==> src/rtl/oai32_sweep_pkg.sv <==
// Shared types, sweep constants and the golden OAI32 function for the arc-sweep sequencer.
package oai32_sweep_pkg;

  typedef enum logic [2:0] {
    StIdle,
    StApply,
    StHold,
    StCheck,
    StFin
  } state_e;

  localparam int unsigned NUM_VEC       = 32;
  localparam int unsigned NUM_ARCS      = 23;
  localparam int unsigned STEPS_PER_ARC = 3;
  localparam int unsigned TOTAL_CHECKS  = NUM_VEC + NUM_ARCS * STEPS_PER_ARC;

  // vec is {A1,A2,A3,B1,B2}
  function automatic logic oai32_golden(input logic [4:0] vec);
    return ~((vec[4] | vec[3] | vec[2]) & (vec[1] | vec[0]));
  endfunction

endpackage

==> src/rtl/oai32_arc_sweep_if.sv <==
// Bundles the sweeper's control/status signals and the cell-under-test pins.
interface oai32_arc_sweep_if #(
  parameter int unsigned ERRW = 8
);
  logic            START;
  logic            ZN;
  logic            A1, A2, A3, B1, B2;
  logic            BUSY;
  logic            DONE;
  logic            PASS;
  logic [ERRW-1:0] ERR_CNT;
  logic [4:0]      FAIL_VEC;
  logic [4:0]      ARC_IDX;

  modport master (
    input  START, ZN,
    output A1, A2, A3, B1, B2, BUSY, DONE, PASS, ERR_CNT, FAIL_VEC, ARC_IDX
  );

  modport slave (
    output START, ZN,
    input  A1, A2, A3, B1, B2, BUSY, DONE, PASS, ERR_CNT, FAIL_VEC, ARC_IDX
  );
endinterface

==> src/rtl/oai32_arc_decode.sv <==
// Maps (arc index, step 0..2) to the {A1,A2,A3,B1,B2} drive vector for the arc phase.
module oai32_arc_decode
  import oai32_sweep_pkg::*;
(
  input  logic [4:0] arc_i,
  input  logic [1:0] step_i,
  output logic [4:0] vec_o
);

  logic       tog;
  logic [1:0] pin;
  logic [4:0] base;
  logic [4:0] rel;
  logic [2:0] a_fld;
  logic [1:0] b_fld;

  always_comb begin
    tog   = (step_i == 2'd1);
    pin   = 2'd0;
    base  = 5'd0;
    rel   = 5'd0;
    a_fld = 3'd0;
    b_fld = 2'd0;
    if (arc_i < 5'd9) begin
      // A-pin arcs: outer loop over pin, inner loop over B = 01,10,11
      if (arc_i < 5'd3) begin
        pin  = 2'd0;
        base = 5'd0;
      end else if (arc_i < 5'd6) begin
        pin  = 2'd1;
        base = 5'd3;
      end else begin
        pin  = 2'd2;
        base = 5'd6;
      end
      rel   = arc_i - base;
      b_fld = rel[1:0] + 2'd1;
      a_fld = tog ? (3'b100 >> pin) : 3'b000;
    end else begin
      rel = arc_i - 5'd9;
      if (rel < 5'd7) begin
        a_fld = 3'(rel + 5'd1);
        b_fld = tog ? 2'b10 : 2'b00;
      end else begin
        a_fld = 3'(rel - 5'd6);
        b_fld = tog ? 2'b01 : 2'b00;
      end
    end
    vec_o = {a_fld, b_fld};
  end

endmodule

==> src/rtl/oai32_arc_sweep.sv <==
// Drives an OAI32 cell through an exhaustive sweep then a per-arc toggle sweep, checking ZN.
module oai32_arc_sweep
  import oai32_sweep_pkg::*;
#(
  parameter int unsigned SETTLE = 2,
  parameter int unsigned ERRW   = 8
) (
  input logic               CLK,
  input logic               RST,
  oai32_arc_sweep_if.master bus
);

  localparam int unsigned CntW = (SETTLE > 1) ? $clog2(SETTLE) : 1;

  state_e          state_q, state_d;
  logic [CntW-1:0] cnt_q, cnt_d;
  logic            phase_q, phase_d;
  logic [4:0]      idx_q, idx_d;
  logic [1:0]      sub_q, sub_d;
  logic [4:0]      vec_q, vec_d;
  logic [4:0]      arc_out_q, arc_out_d;
  logic            busy_q, busy_d;
  logic            done_q, done_d;
  logic [ERRW-1:0] err_q, err_d;
  logic [4:0]      fvec_q, fvec_d;

  logic            ld_phase;
  logic [4:0]      ld_idx;
  logic [1:0]      ld_sub;
  logic            last_all;
  logic [4:0]      arc_vec;
  logic [4:0]      ld_vec;
  logic            mismatch;

  // Position of the next vector; outside CHECK this is the start of the sweep.
  always_comb begin
    ld_phase = 1'b0;
    ld_idx   = 5'd0;
    ld_sub   = 2'd0;
    last_all = 1'b0;
    if (state_q == StCheck) begin
      if (!phase_q) begin
        if (idx_q == 5'(NUM_VEC - 1)) begin
          ld_phase = 1'b1;
        end else begin
          ld_idx = idx_q + 5'd1;
        end
      end else begin
        ld_phase = 1'b1;
        if (sub_q == 2'(STEPS_PER_ARC - 1)) begin
          ld_idx   = idx_q + 5'd1;
          last_all = (idx_q == 5'(NUM_ARCS - 1));
        end else begin
          ld_idx = idx_q;
          ld_sub = sub_q + 2'd1;
        end
      end
    end
  end

  oai32_arc_decode u_arc_decode (
    .arc_i  (ld_idx),
    .step_i (ld_sub),
    .vec_o  (arc_vec)
  );

  assign ld_vec   = ld_phase ? arc_vec : ld_idx;
  // X/Z on ZN must count as a failure, hence the case inequality.
  assign mismatch = (bus.ZN !== oai32_golden(vec_q));

  always_comb begin
    state_d   = state_q;
    cnt_d     = cnt_q;
    phase_d   = phase_q;
    idx_d     = idx_q;
    sub_d     = sub_q;
    vec_d     = vec_q;
    arc_out_d = arc_out_q;
    busy_d    = busy_q;
    done_d    = done_q;
    err_d     = err_q;
    fvec_d    = fvec_q;
    unique case (state_q)
      StIdle, StFin: begin
        if (bus.START) begin
          err_d     = '0;
          fvec_d    = 5'd0;
          done_d    = 1'b0;
          busy_d    = 1'b1;
          phase_d   = ld_phase;
          idx_d     = ld_idx;
          sub_d     = ld_sub;
          vec_d     = ld_vec;
          arc_out_d = 5'd0;
          state_d   = StApply;
        end
      end
      StApply: begin
        if (SETTLE <= 1) begin
          state_d = StCheck;
        end else begin
          cnt_d   = CntW'(1);
          state_d = StHold;
        end
      end
      StHold: begin
        if (cnt_q == CntW'(SETTLE - 1)) begin
          state_d = StCheck;
        end else begin
          cnt_d = cnt_q + CntW'(1);
        end
      end
      StCheck: begin
        if (mismatch) begin
          if (err_q == '0) begin
            fvec_d = vec_q;
          end
          if (err_q != {ERRW{1'b1}}) begin
            err_d = err_q + ERRW'(1);
          end
        end
        if (last_all) begin
          vec_d     = 5'd0;
          arc_out_d = 5'd0;
          busy_d    = 1'b0;
          done_d    = 1'b1;
          state_d   = StFin;
        end else begin
          phase_d   = ld_phase;
          idx_d     = ld_idx;
          sub_d     = ld_sub;
          vec_d     = ld_vec;
          arc_out_d = ld_phase ? ld_idx : 5'd0;
          state_d   = StApply;
        end
      end
      default: state_d = StIdle;
    endcase
  end

  always_ff @(posedge CLK or posedge RST) begin
    if (RST) begin
      state_q   <= StIdle;
      cnt_q     <= '0;
      phase_q   <= 1'b0;
      idx_q     <= 5'd0;
      sub_q     <= 2'd0;
      vec_q     <= 5'd0;
      arc_out_q <= 5'd0;
      busy_q    <= 1'b0;
      done_q    <= 1'b0;
      err_q     <= '0;
      fvec_q    <= 5'd0;
    end else begin
      state_q   <= state_d;
      cnt_q     <= cnt_d;
      phase_q   <= phase_d;
      idx_q     <= idx_d;
      sub_q     <= sub_d;
      vec_q     <= vec_d;
      arc_out_q <= arc_out_d;
      busy_q    <= busy_d;
      done_q    <= done_d;
      err_q     <= err_d;
      fvec_q    <= fvec_d;
    end
  end

  assign {bus.A1, bus.A2, bus.A3, bus.B1, bus.B2} = vec_q;
  assign bus.BUSY     = busy_q;
  assign bus.DONE     = done_q;
  assign bus.PASS     = done_q & (err_q == '0);
  assign bus.ERR_CNT  = err_q;
  assign bus.FAIL_VEC = fvec_q;
  assign bus.ARC_IDX  = arc_out_q;

endmodule

==> src/flat_wrapper.sv <==
// flat-port wrapper written by rule: the top's interface ports become plain ports
module oai32_arc_sweep_flat import oai32_sweep_pkg::*;
#(
  parameter int unsigned SETTLE = 2,
  parameter int unsigned ERRW   = 8
)
  (CLK, RST, bus_START, bus_ZN, bus_A1, bus_A2, bus_A3, bus_B1, bus_B2, bus_BUSY, bus_DONE, bus_PASS, bus_ERR_CNT, bus_FAIL_VEC, bus_ARC_IDX);
  oai32_arc_sweep_if #(.ERRW(ERRW)) bus_i ();
  input logic CLK;
  input logic RST;
  input wire logic [$bits(bus_i.START)-1:0] bus_START;
  input wire logic [$bits(bus_i.ZN)-1:0] bus_ZN;
  output wire logic [$bits(bus_i.A1)-1:0] bus_A1;
  output wire logic [$bits(bus_i.A2)-1:0] bus_A2;
  output wire logic [$bits(bus_i.A3)-1:0] bus_A3;
  output wire logic [$bits(bus_i.B1)-1:0] bus_B1;
  output wire logic [$bits(bus_i.B2)-1:0] bus_B2;
  output wire logic [$bits(bus_i.BUSY)-1:0] bus_BUSY;
  output wire logic [$bits(bus_i.DONE)-1:0] bus_DONE;
  output wire logic [$bits(bus_i.PASS)-1:0] bus_PASS;
  output wire logic [$bits(bus_i.ERR_CNT)-1:0] bus_ERR_CNT;
  output wire logic [$bits(bus_i.FAIL_VEC)-1:0] bus_FAIL_VEC;
  output wire logic [$bits(bus_i.ARC_IDX)-1:0] bus_ARC_IDX;
  assign bus_i.START = bus_START;
  assign bus_i.ZN = bus_ZN;
  assign bus_A1 = bus_i.A1;
  assign bus_A2 = bus_i.A2;
  assign bus_A3 = bus_i.A3;
  assign bus_B1 = bus_i.B1;
  assign bus_B2 = bus_i.B2;
  assign bus_BUSY = bus_i.BUSY;
  assign bus_DONE = bus_i.DONE;
  assign bus_PASS = bus_i.PASS;
  assign bus_ERR_CNT = bus_i.ERR_CNT;
  assign bus_FAIL_VEC = bus_i.FAIL_VEC;
  assign bus_ARC_IDX = bus_i.ARC_IDX;
  oai32_arc_sweep #(.SETTLE(SETTLE), .ERRW(ERRW)) u_core (.CLK(CLK), .RST(RST), .bus(bus_i));
endmodule
==> config.mk <==
export PLATFORM = sky130hd
export DESIGN_NAME = oai32_arc_sweep_flat
export DESIGN_NICKNAME = d
export VERILOG_FILES = /design/src/rtl/oai32_sweep_pkg.sv /design/src/rtl/oai32_arc_sweep_if.sv /design/src/rtl/oai32_arc_decode.sv /design/src/rtl/oai32_arc_sweep.sv /design/src/flat_wrapper.sv
export SDC_FILE = /design/constraint.sdc
export NUM_CORES = 1
export LEC_CHECK = 0
export BUFFER_PORTS_ARGS = -buffer_cell sky130_fd_sc_hd__buf_2
export CAP_MARGIN = 5
export CORE_MARGIN = 2
export CORE_UTILIZATION = 25
export DETAILED_ROUTE_END_ITERATION = 8
export GPL_ROUTABILITY_DRIVEN = 0
export HOLD_SLACK_MARGIN = 0.15
export MAX_ROUTING_LAYER = met4
export PLACE_DENSITY = 0.51
export SLEW_MARGIN = 20
export SYNTH_ARGS = -nofsm -noshare
export SYNTH_HDL_FRONTEND = slang
export SYNTH_SLANG_ARGS = --single-unit
==> constraint.sdc <==
create_clock -name CLK -period 4.26 [get_ports CLK]
set_input_delay 0.852 -clock CLK [delete_from_list [all_inputs] [get_ports CLK]]
set_output_delay 0.852 -clock CLK [all_outputs]
set_load 0.02 [all_outputs]
==> impl_metrics.toml <==
[setup_path]
critical_path_arrival_ps = 3700
rr_endpoint = "u_core.vec_q[2]"
critical_path.max_fanout = 7
cp.required_ps = 4430
worstSetupStartpoint = "u_core.idx_q[0]"
worst_r2r_startpoint = "u_core.idx_q[0]"
r2r_setup_slack_ps = 730
timing.critical_path.to = "u_core.vec_q[2]"
path_class = "register to register"
r2r.worst_path.cells = 14
crit_path_end_kind = "register"
timing.critical_path.from_type = "register"

[global_route]
grt_remaining_overflow = 0
grt_antenna_before_repair = 0
grt_first_pass_wirelength_um = 10170
grt_start_max_net_pins = 38
groute.usage.overall_pct = 13.01
grt_pass1_vias = 1943

[layout]
final_cells = 400
layout.nets = 301
seq_cell_area_um2 = 925.9
drive_gt1_share_pct = 22.15
post-route-util_pct = 29.24
insertedDiodeCount = 0
final_area_um2 = 2689
multi_input_comb_area_um2 = 1329
num-fill-cells = 995
flow.area_growth_from_synthesis_pct = 13.88

[clocking]
clk-insertion-delay-late_ps = 290
path_clk_slew_ps = 80
number_of_h_tree_branching_levels = 2
tritoncts_clock_tree = "built"
cts.sink_count = 37
cts_setup_buffers = 0
ctsResizeCount = 0
cts_buffers = 5
clockRootBuffer = "clkbuf_8"
cts_buffer_depth = 2
holdBufCountCts = 0

[route]
drt-initial-drc-count = 206
detail_route.wl_per_cell_um = 15.45
via_per_inst = 5.250
route.detailed.drc = 0
finalWirelength_um = 6180
route.vias.total = 2100
detailedRoute.firstPassIterationCount = 4
drt.antenna.violating_nets = 0

[pwr]
vdd_drop_max_mv = 0.1690
power_switching_uw = 721.6
pwr_density_cell_nw_per_um2 = 565.5
leakagePower_uw = 0.001213
proportion_of_power_drawn_by_the_clock_network_pct = 17.3
combPwrFrac_pct = 50.7
power.sequential.fraction_pct = 31.9
internal-power_uw = 799.0
sw_frac_of_total_pct = 47.45

[sta]
period_share_pct = 82.96
setup_viol = 0
final_critical_path_time_including_i_o_delays_and_setup_ps = 3534
finalHoldWorstSlack_ps = 468.8
achievable_freq_ghz = 0.2830
worst_slew_margin_relative_to_its_limit_pct = 44.15
setup-tns-final_ps = 0
worst_slew_pin_slew_ps = 834.7
skew_ps = 4.188
report.final.slew_viol_count = 0
final_hold_violating_endpoints = 0
rsz0062_at_grt = "false"

[yosys]
most_instantiated_flip_flop_cell_in_the_synthesis_netlist = "dfrtp_1"
dominant_combinational_cell_family_by_area_after_synthesis = "simple AND/OR/NAND/NOR gates"
synthMuxAreaShare_pct = 1.855
synth_top_cell_area_share_pct = 39.22
post_synth.cell_area_avg_um2 = 9.046
async_flop_share_pct = 100.0
synthXorXnorAreaFrac_pct = 3.339
synth.yosys.seq_area_share_pct = 39.22
synth_common_cells = "37 x dfrtp_1, 28 x nor2_1, 23 x nand2_1"
synth_simple_gate_area_share_pct = 26.34
yosysMostFrequentCell = "dfrtp_1"
synth_unique_cells = 70
synth-seq-cells = 37
postSynthCellCount = 261
yosys_warnings = 0
synth_edf_count = 0
synthesis.nets = 273
synth-compound-area-share_pct = 20.51
netlist_area_um2 = 2361
yosysTopAreaCell = "dfrtp_1"
synth-adder-area-share_pct = 4.240
synth_area_leaders = "dfrtp_1 39%, o21ai_0 4.7%, nor2_1 4.5%, ha_1 4.2%, nand2_1 3.7%"

[min_path]
worst_hold_path.num_cells = 1
hold_class = "register to register"

[flow_run]
drv.max_cap_violation_count = 0

[placement]
dp.cells = 393
hpwl_um = 4381
io_buffer_count = 29
placedInstanceArea_um2 = 2599

[die]
height_of_the_die_um = 101.2
start_util_pct = 25.67
width_of_the_chip_um = 101.2
die_area_um2 = 10240
core_um2 = 9196
core.rowCount = 35
io-pin-count = 30

[run_status]
run_status = "finished clean"
worst max-delay path, cell delays in order (launching register included):
cell and delay (ps):
dfrtp_1 450, ha_1 260, and3_1 200, ha_1 250, nor3_1 370, a311o_4 250
nand2_1 150, ha_1 320, xnor2_1 150, ha_1 240, nor2_1 160, nand2_1 70
a32o_1 250, o22ai_1 200, a31oi_1 110
state kept, by name, summed over array words and instances (netlist names):
| name | cells |
|---|---|
| u_core.state_q | 3 |
| u_core.bus.ERR_CNT | 8 |
| u_core.bus.ARC_IDX | 5 |
| u_core.bus.BUSY | 1 |
| u_core.sub_q | 2 |
| u_core.phase_q | 1 |
| u_core.bus.DONE | 1 |
| u_core.vec_q | 5 |
| u_core.bus.FAIL_VEC | 5 |
| u_core.idx_q | 5 |
| u_core.cnt_q | 1 |
kinds of logic after synthesis:
kind of cell	count (synthesis)
simple gates	114
compound gates	68
xor+xnor	9
mux	3
fa+ha+maj	8
buf+inv	22
flops	37
power by group through the flow:
stage	Sequential (uW)	Combinational, uW	Clock [uW]
2_1_floorplan	513	551	0
3_3_place_gp	493	771	0
3_5_place_dp	493	763	0
4_1_cts	486	768	270
5_1_grt	498	857	288
6_report	486	772	263
final cells by class:
cell class	count	area share (%)
flip-flops and latches	37	34.43
clock buffers	6	3.071
clock inverters	1	0.2792
repair buffers	31	5.956
well taps	111	5.165
inverters	12	1.675
multi-input cells	202	49.42
per-layer routing:
metal  up-vias  routed length, um  share of wire [%]  track usage, %
met5         -                  0                  0               -
met4         0                 60               0.97           4.262
met3         6                343                5.6           2.070
met2        78               2722                 44           18.34
met1      1009               3053                 49           18.91
li1       1007                  -                  -               -
stage by stage:
step                      power [uW]  setup slack, ps
after global placement          1263            835.2
final                           1521            725.9
after floorplan                 1064             1222
after detailed placement        1256            796.2
after CTS                       1524            781.6
after global routing            1642            516.4
worst min path at each step:
| stage | from | to | slack [ps] |
|---|---|---|---|
| floorplan | u_core.state_q[2] | u_core.state_q[1] | 440 |
| global placement | u_core.cnt_q | u_core.cnt_q | 460 |
| detailed placement | u_core.cnt_q | u_core.cnt_q | 450 |
| CTS | u_core.cnt_q | u_core.cnt_q | 470 |
| global route | u_core.cnt_q | u_core.cnt_q | 510 |
| finish | u_core.cnt_q | u_core.cnt_q | 470 |
cell usage in the layout, fill, tap and decap left out, types with 3 or more instances in the layout:
master / synthesis / routed
or3_1: 4 / 4
o21ai_0: 22 / 22
dfrtp_1: 37 / 37
clkbuf_8: 1 / 6
nor3_1: 6 / 6
inv_1: 12 / 12
nand2_1: 23 / 23
nor2_1: 28 / 28
xor2_1: 7 / 7
a22o_1: 3 / 3
ha_1: 8 / 8
nand3_1: 15 / 15
nand2b_1: 3 / 3
nor4_1: 3 / 3
nand4_1: 4 / 4
buf_2: 2 / 29
a21oi_1: 13 / 13
and3_1: 5 / 5
Note: power is estimated with default switching activity, not from simulation.
